$ cat config.mk
export PLATFORM = sky130hd
export DESIGN_NAME = instruction_pointer_unit
export DESIGN_NICKNAME = d
export VERILOG_FILES = /design/src/rtl/instruction_pointer_unit.sv
export SDC_FILE = /design/constraint.sdc
export NUM_CORES = 1
export LEC_CHECK = 0
export ABC_AREA = 1
export CELL_PAD_IN_SITES_DETAIL_PLACEMENT = 1
export CELL_PAD_IN_SITES_GLOBAL_PLACEMENT = 2
export CORE_ASPECT_RATIO = 1.2
export CORE_MARGIN = 2
export CORE_UTILIZATION = 28
export CTS_BUF_LIST = sky130_fd_sc_hd__clkbuf_8
export CTS_CLUSTER_SIZE = 20
export DETAILED_ROUTE_END_ITERATION = 12
export PLACE_DENSITY = 0.89
export SLEW_MARGIN = 20
export SYNTH_ARGS = -nofsm -noshare
export SYNTH_HDL_FRONTEND = slang
export SYNTH_SLANG_ARGS = --single-unit
$ cat constraint.sdc
create_clock -name i_clk -period 5.58 [get_ports i_clk]
set_input_delay 1.116 -clock i_clk [delete_from_list [all_inputs] [get_ports i_clk]]
set_output_delay 1.116 -clock i_clk [all_outputs]
set_load 0.01 [all_outputs]
$ cat src/rtl/instruction_pointer_unit.sv
`default_nettype none
// ============================================================================
//  Module      : instruction_pointer_unit
//  Description : Architectural EIP/IP holder with sequencing logic. Advances
//                the pointer by the retiring instruction length, loads
//                absolute or relative branch targets, applies 16/32-bit wrap,
//                checks the new pointer against the code-segment limit and
//                keeps a one-deep restart point for fault recovery.
//                Sits between decode/execute and prefetch; o_eip drives the
//                fetch offset.
//  Revision    : 1.0 - initial release
// ----------------------------------------------------------------------------
//  Parameters
//    WIDTH          pointer width in bits (>= 16)
//    RESET_VECTOR   EIP value after reset (truncated/extended to WIDTH)
//    LEN_W          width of the instruction length field
//  Ports
//    i_clk              clock, rising edge
//    i_rst              asynchronous, active-high reset
//    i_mode32           1: 32-bit offsets, 0: 16-bit IP (wrap mod 2**16)
//    i_advance_valid    retire current instruction, step by i_advance_length
//    i_advance_length   byte length of the retiring instruction
//    i_branch_valid     load new pointer (beats plain advance)
//    i_branch_relative  1: EIP + length + target, 0: absolute target
//    i_branch_target    absolute target or two's-complement displacement
//    i_fault_valid      restore EIP to the last restart point
//    i_cs_limit         code segment limit (inclusive)
//    o_eip              current instruction offset
//    o_ip               low 16 bits of o_eip
//    o_last_eip         restart point (offset of last retired/branched-from)
//    o_limit_fault      one-cycle pulse: requested pointer exceeded limit
// ============================================================================
module instruction_pointer_unit #(
  parameter int          WIDTH        = 32,
  parameter logic [31:0] RESET_VECTOR = 32'h0000_FFF0,
  parameter int          LEN_W        = 4
) (
  input  logic             i_clk,
  input  logic             i_rst,
  input  logic             i_mode32,
  input  logic             i_advance_valid,
  input  logic [LEN_W-1:0] i_advance_length,
  input  logic             i_branch_valid,
  input  logic             i_branch_relative,
  input  logic [WIDTH-1:0] i_branch_target,
  input  logic             i_fault_valid,
  input  logic [WIDTH-1:0] i_cs_limit,
  output logic [WIDTH-1:0] o_eip,
  output logic [15:0]      o_ip,
  output logic [WIDTH-1:0] o_last_eip,
  output logic             o_limit_fault
);

  localparam logic [WIDTH-1:0] c_RESET_EIP = WIDTH'(RESET_VECTOR);
  // Keeps only the low 16 bits; expressed as a mask so WIDTH == 16 works.
  localparam logic [WIDTH-1:0] c_MASK16    = WIDTH'(17'h0FFFF);

  logic [WIDTH-1:0] r_eip;
  logic [WIDTH-1:0] r_last_eip;
  logic             r_limit_fault;

  logic [WIDTH-1:0] w_len_ext;
  logic [WIDTH-1:0] w_next_seq;
  logic [WIDTH-1:0] w_rel_target;
  logic [WIDTH-1:0] w_cand_raw;
  logic [WIDTH-1:0] w_cand;
  logic             w_request;
  logic             w_over_limit;

  // --------------------------------------------------------------------------
  // Candidate pointer
  // --------------------------------------------------------------------------
  assign w_len_ext    = WIDTH'(i_advance_length);
  assign w_next_seq   = r_eip + w_len_ext;
  // Relative branches are taken from the end of the branch instruction, so
  // the length is always included whether or not advance is also asserted.
  assign w_rel_target = w_next_seq + i_branch_target;

  always_comb begin
    w_cand_raw = w_next_seq;
    if (i_branch_valid) begin
      w_cand_raw = i_branch_relative ? w_rel_target : i_branch_target;
    end
  end

  // Masking the full-width sum is equivalent to 16-bit modular arithmetic,
  // and also clears the upper half of an absolute target in 16-bit mode.
  assign w_cand       = i_mode32 ? w_cand_raw : (w_cand_raw & c_MASK16);
  assign w_over_limit = (w_cand > i_cs_limit);
  assign w_request    = i_branch_valid | i_advance_valid;

  // --------------------------------------------------------------------------
  // Pointer state: fault > branch > advance > hold
  // --------------------------------------------------------------------------
  always_ff @(posedge i_clk or posedge i_rst) begin
    if (i_rst) begin
      r_eip         <= c_RESET_EIP;
      r_last_eip    <= c_RESET_EIP;
      r_limit_fault <= 1'b0;
    end else begin
      r_limit_fault <= 1'b0;
      if (i_fault_valid) begin
        // Restart point is kept so a repeated fault returns to the same place.
        r_eip <= r_last_eip;
      end else if (w_request) begin
        if (w_over_limit) begin
          r_limit_fault <= 1'b1;
        end else begin
          r_last_eip <= r_eip;
          r_eip      <= w_cand;
        end
      end
    end
  end

  assign o_eip         = r_eip;
  assign o_ip          = r_eip[15:0];
  assign o_last_eip    = r_last_eip;
  assign o_limit_fault = r_limit_fault;

endmodule
`default_nettype wire
* Word level (Yosys, flattened, before mapping)
Index checks and enable logic that the tools add are counted.
** Storage, ports and cells
- Bits in registers :: 65
- Input bits :: 75
- Output and inout bits :: 81
- Word-level logic and storage cells :: 22
** Cells by class
- Add/sub/neg operators :: 2
- Order comparisons :: 1
- Equal/unequal tests :: 1
- Muxes and demuxes :: 9
- Bitwise gates (word level) :: 3
- Reduce and logical (&&, ||, !) cells :: 3
** Operator list (count)
- $mux 32 :: 6
- $add 32x32->32 :: 1
- $add 32x4->32 :: 1
- $gt 32x32->1 :: 1
- $mux 1 :: 3
- $reduce_and 3->1 :: 1
- $ne 2x2->1 const B :: 1
- $not 1->1 :: 2
- $reduce_and 2->1 :: 1
- $reduce_bool 2->1 :: 1
- $or 1x1->1 :: 1

* Depth between registers and ports, before layout
- Depth in word-level cells :: 9
- Mapped depth :: 38
- Gate-level depth less buffers :: 37

* Worst setup path after synthesis
No wires, ideal clock.
- Kind :: input -> register
- Start point :: input i_advance_length[0]
- End point :: register r_last_eip[16], in the netlist o_last_eip[16]
- Setup time :: 0.065 ns
- Arrival time :: 5.125 ns
- Data required time :: 5.515 ns
- Path slack :: 0.390 ns
- Cell stages on the path :: 34
- Buffers on the path :: 1
- Path through :: ha_1 -> fa_1 -> nand3_1 -> nand2_1 -> nand2_2 -> nor2_4 -> nand3_1 -> xor2_1 -> inv_1 -> ha_1 -> nand2_1 -> nor2_1 -> inv_1 -> nor2_1 -> nor2_1 -> nand2_1 -> nand2_1 -> nand2_1 -> nand2_1 -> nand3_1 -> nand2_1 -> and2_1 -> ha_1 -> nand2_1 -> nor2_1 -> nand2_1 -> nor3_2 -> nand3_1 -> nand2_1 -> nand2_4 -> nor2_8 -> buf_2 -> nand2_1 -> nand2_1
** Between the ends
- Cells in the longest elaborated chain, start to end :: 8
** RTL lines
- from (decl) :: line 42 : input logic [LEN_W-1:0] i_advance_length,
- $add 32x4->32 * :: line 74 : assign w_next_seq = r_eip + w_len_ext;
- $add 32x32->32 :: line 77 : assign w_rel_target = w_next_seq + i_branch_target;
- $mux 32 :: line 82 : w_cand_raw = i_branch_relative ? w_rel_target : i_branch_target;
- $mux 32 * :: line 81 : if (i_branch_valid) begin
- $mux 32 * :: line 88 : assign w_cand = i_mode32 ? w_cand_raw : (w_cand_raw & c_MASK16);
- $gt 32x32->1 * :: line 89 : assign w_over_limit = (w_cand > i_cs_limit);
- $not 1->1 (no source line) *
- $reduce_and 3->1 (no source line) *
- to (signal assigned) :: line 98 : r_last_eip <= c_RESET_EIP;
- to (signal assigned) :: line 109 : r_last_eip <= r_eip;
- to (decl) :: line 59 : logic [WIDTH-1:0] r_last_eip;
Every way passes the cells marked *; elsewhere a longest branch is shown, timed or not.
A chain may end at the register's enable or synchronous reset.

* Worst setup path in the final report
- Start point :: input i_advance_length[0]
- End point :: register r_eip[7], in the netlist o_eip[7]
** Between the ends
- Cells in the longest elaborated chain, start to end :: 8
- Elaborated cells on any way between the ends :: 11
- Those cells by class :: add/sub: 2; order compare: 1; eq/ne: 1; mux: 6; reduce/logical: 1
** RTL lines
- $add 32x4->32 * :: line 74
- $add 32x32->32 :: line 77
- $mux 32 :: line 82
- $mux 32 * :: line 81
- $mux 32 * :: line 88
- $gt 32x32->1 / $mux 32 (equally long branches) :: line 89, 106
- $ne 2x2->1 (no source line) / $mux 32 (equally long branches)
- $reduce_and 2->1 (no source line) / $mux 32 (equally long branches)
- to (signal assigned) :: line 97 : r_eip <= c_RESET_EIP;
- to (signal assigned) :: line 104 : r_eip <= r_last_eip;
- to (signal assigned) :: line 110 : r_eip <= w_cand;
- to (decl) :: line 58 : logic [WIDTH-1:0] r_eip;
Every way passes the cells marked *; elsewhere a longest branch is shown, timed or not. The select of a mux whose other input is x is not followed.

==> results.toml <==
[outcome]
status = "complete, but fails checks"
violations = "setup timing"

[floorplan]
dieArea_mm2 = 0.0288
start_util_pct = 28.4
num_io_pins = 156
die_height_um = 186
die_w_um = 155
core.rowCount = 66
core_area_mm2 = 0.0271

[critical_path]
r2r_slack_ns = 0.21
critPathSlowestCell = "fa_2"
start_kind = "input pin"
end_kind = "register"
crit_fanout = 8
arrival_ns = 5.93
critical_path_class = "input pin to register"
slowest_delay_ns = 0.36
critPathRequiredTime_ns = 5.88

[power]
clkPwrFrac_pct = 7.7
vdd_ir_drop_max_mv = 0.232
switching_share_pct = 47.7
p_switching_mw = 2.52
seqPwrFrac_pct = 18.9
power_leakage_nw = 6.47
p_int_mw = 2.76
power_density_mw_per_mm2 = 400
power_frac_comb_pct = 73.4

[global_routing]
overflow = 0
grt_pass1_vias = 10800
grt_pass1_wl_um = 58700
grt_max_degree = 72
antenna_found_initial = 0
grt.busiest_layer = "met2"
use_met1_pct = 30.9
track_usage_pct = 26.1
gr-usage-met3_pct = 1.65
globalRouteMet2Util_pct = 49.2

[clocking]
cts_inserted_buffers = 9
clk_pin_slew_worst_paths_ns = 0.07
htree_levels = 3
insertion_delay_ns = 0.36
hold_buffers = 0
cts_tree = "built"
numClockSinks = 65
cts_buffer_depth = 2
ctsRootBufferMaster = "clkbuf_8"

[route]
remaining_drc_errors = 0
first_pass_iters = 7
vias_per_cell = 5.22
routed_wirelength_um = 39800
drtAntennaViolNets = 0
drtIter0Drc = 496
wl_per_cell_um = 20.4
via_count = 10200

[timing]
worst_pin_slew_ns = 0.797
period_needed_ns = 5.63
slew_headroom_pct = 46.9
holdWs_ns = 0.496
finalCritPeriodShare_pct = 101
hold_violations = 0
setup_viol = 8
slew_viol_final = 0
rsz0062_at_grt = "true"
fmax_ghz = 0.178
final.setup.worst_slack_ns = -0.0471
fin_skew_ns = 0.0104

[logic_synthesis]
synth_compound_area_share_pct = 13.8
yosys-top-cells-area = "nand2_1, dfrtp_1, ha_1, dfstp_2, inv_1"
yosysWarnings = 0
avgSynthCellArea_um2 = 6.11
synth-simple-area-share_pct = 38.3
ys_seq_area_share_pct = 21.5
netlist_area_mm2 = 0.00769
synth_top_area_share_pct = 21.6
yosys.cell_types.count = 46
synthMuxAreaShare_pct = 0
netlist_instances = 1260
synth_fa_ha_area_share_pct = 11.4
ys_ff_latch = 65
syn_nets = 1404
yosys.area.top_type = "nand2_1"
synth_top_family_by_area = "simple AND/OR/NAND/NOR gates"
synth-xor-area-share_pct = 2.93

[job]
cap_violations = 0

[place]
dp.cells = 1857
post-place-ws_ns = -1.46
gp_congestion = 0.930
post_dp_cell_area_mm2 = 0.0106
port_buffers = 155
hpwl_um = 27300

[cells_and_area]
final_layout_size_suffix_gt1_share_pct = 36.8
area_growth_pct = 71.4
final_common_cell = "nand2_1"
fin_nets = 1747
antenna_cells = 0
layout_common_cells = "nand2_1, buf_4, inv_1"
fin_cells = 1948
final_area_mm2 = 0.0132

[min_path]
min_path_type = "register to register"
==> path summary, 6_finish.rpt <==
check | end | depth (start not counted) | startpoint
hold reg to reg | o_last_eip[9] | 2 | o_last_eip[9]
setup reg to reg | o_eip[7] | 32 | o_eip[7]
max in group asynchronous | o_last_eip[24] | 3 | i_rst
min in group asynchronous | o_last_eip[2] | 2 | i_rst
setup / recovery | o_eip[7] | 35 | i_advance_length[0]
hold / removal | o_last_eip[9] | 2 | o_last_eip[9]
==> kinds of logic after synthesis <==
group	Yosys count
AND/OR/NAND/NOR	687
buffers and inverters	224
AO/OA/AOI/OAI	191
adder cells (fa/ha/maj)	69
flip-flops	65
XOR/XNOR	24
==> power groups by stage <==
stage | Combinational, mW | Sequential (mW) | Clock (mW)
3_3_place_gp | 2.82 | 0.940 | 0
4_1_cts | 3.50 | 0.963 | 0.411
6_report | 3.88 | 0.996 | 0.407
3_5_place_dp | 2.91 | 0.947 | 0
2_1_floorplan | 1.42 | 0.920 | 0
5_1_grt | 4.16 | 1.02 | 0.432
==> cell usage after synthesis (all sizes together) <==
library cell  number
nand3b             9
fa                 2
a21o               1
xor2              19
clkbuf            23
or2                8
dfstp             24
a21boi            14
nor4               1
o21ai             69
a21oi             90
nor3              15
inv              170
a22oi              2
a31oi              1
o211ai             4
o21a               3
nand2            448
nand4             23
o21bai             7
clkinv             1
ha                67
dfrtp             41
nand3             97
and2               2
buf               30
xnor2              5
nor2              84
==> timing repair <==
action / CTS / global route
buffers inserted: 45 / 24
cloned: 7 / 0
pin swaps: 99 / 105
endpoints found under the setup margin: 65 / 65
resized for setup: 234 / 175
==> worst max-delay path: cells and delay by family <==
kind	cells	cell delay, ns
AO/OA/AOI/OAI	3	0.57
XOR/XNOR	1	0.16
adder cells (fa/ha/maj)	4	1.07
buffers and inverters	8	1.21
AND/OR/NAND/NOR	19	1.79
==> state kept, by name, summed over array words and instances (netlist names) <==
register,count
o_eip,32
o_last_eip,32
o_limit_fault,1
==> per-layer routing <==
layer,up-vias,wire length [um]
li1,4725,-
met1,5077,16200
met2,275,20800
met3,96,1120
met4,0,1710
met5,-,0
==> metrics by stage <==
stage / power (mW) / util [%] / TNS [ns]
finish: 5.28 / 48.7 / -0.167
global route: 5.62 / 48.7 / -9.01
CTS: 4.87 / 45.6 / 0
detailed placement: 3.85 / 39.0 / -89.37
global placement: 3.76 / 39.0 / -76.51
floorplan: 2.34 / - / 0
==> area by class of cell <==
class | instances | area [um2]
multi-input combinational | 975 | 6820
clock buffer | 9 | 124
tap | 340 | 425
timing repair buffer | 381 | 3440
inverter | 171 | 642
sequential | 65 | 1660
fill | 3362 | 13900
clock inverter | 7 | 71.3
No activity file was read; power rests on OpenSTA's default activity.
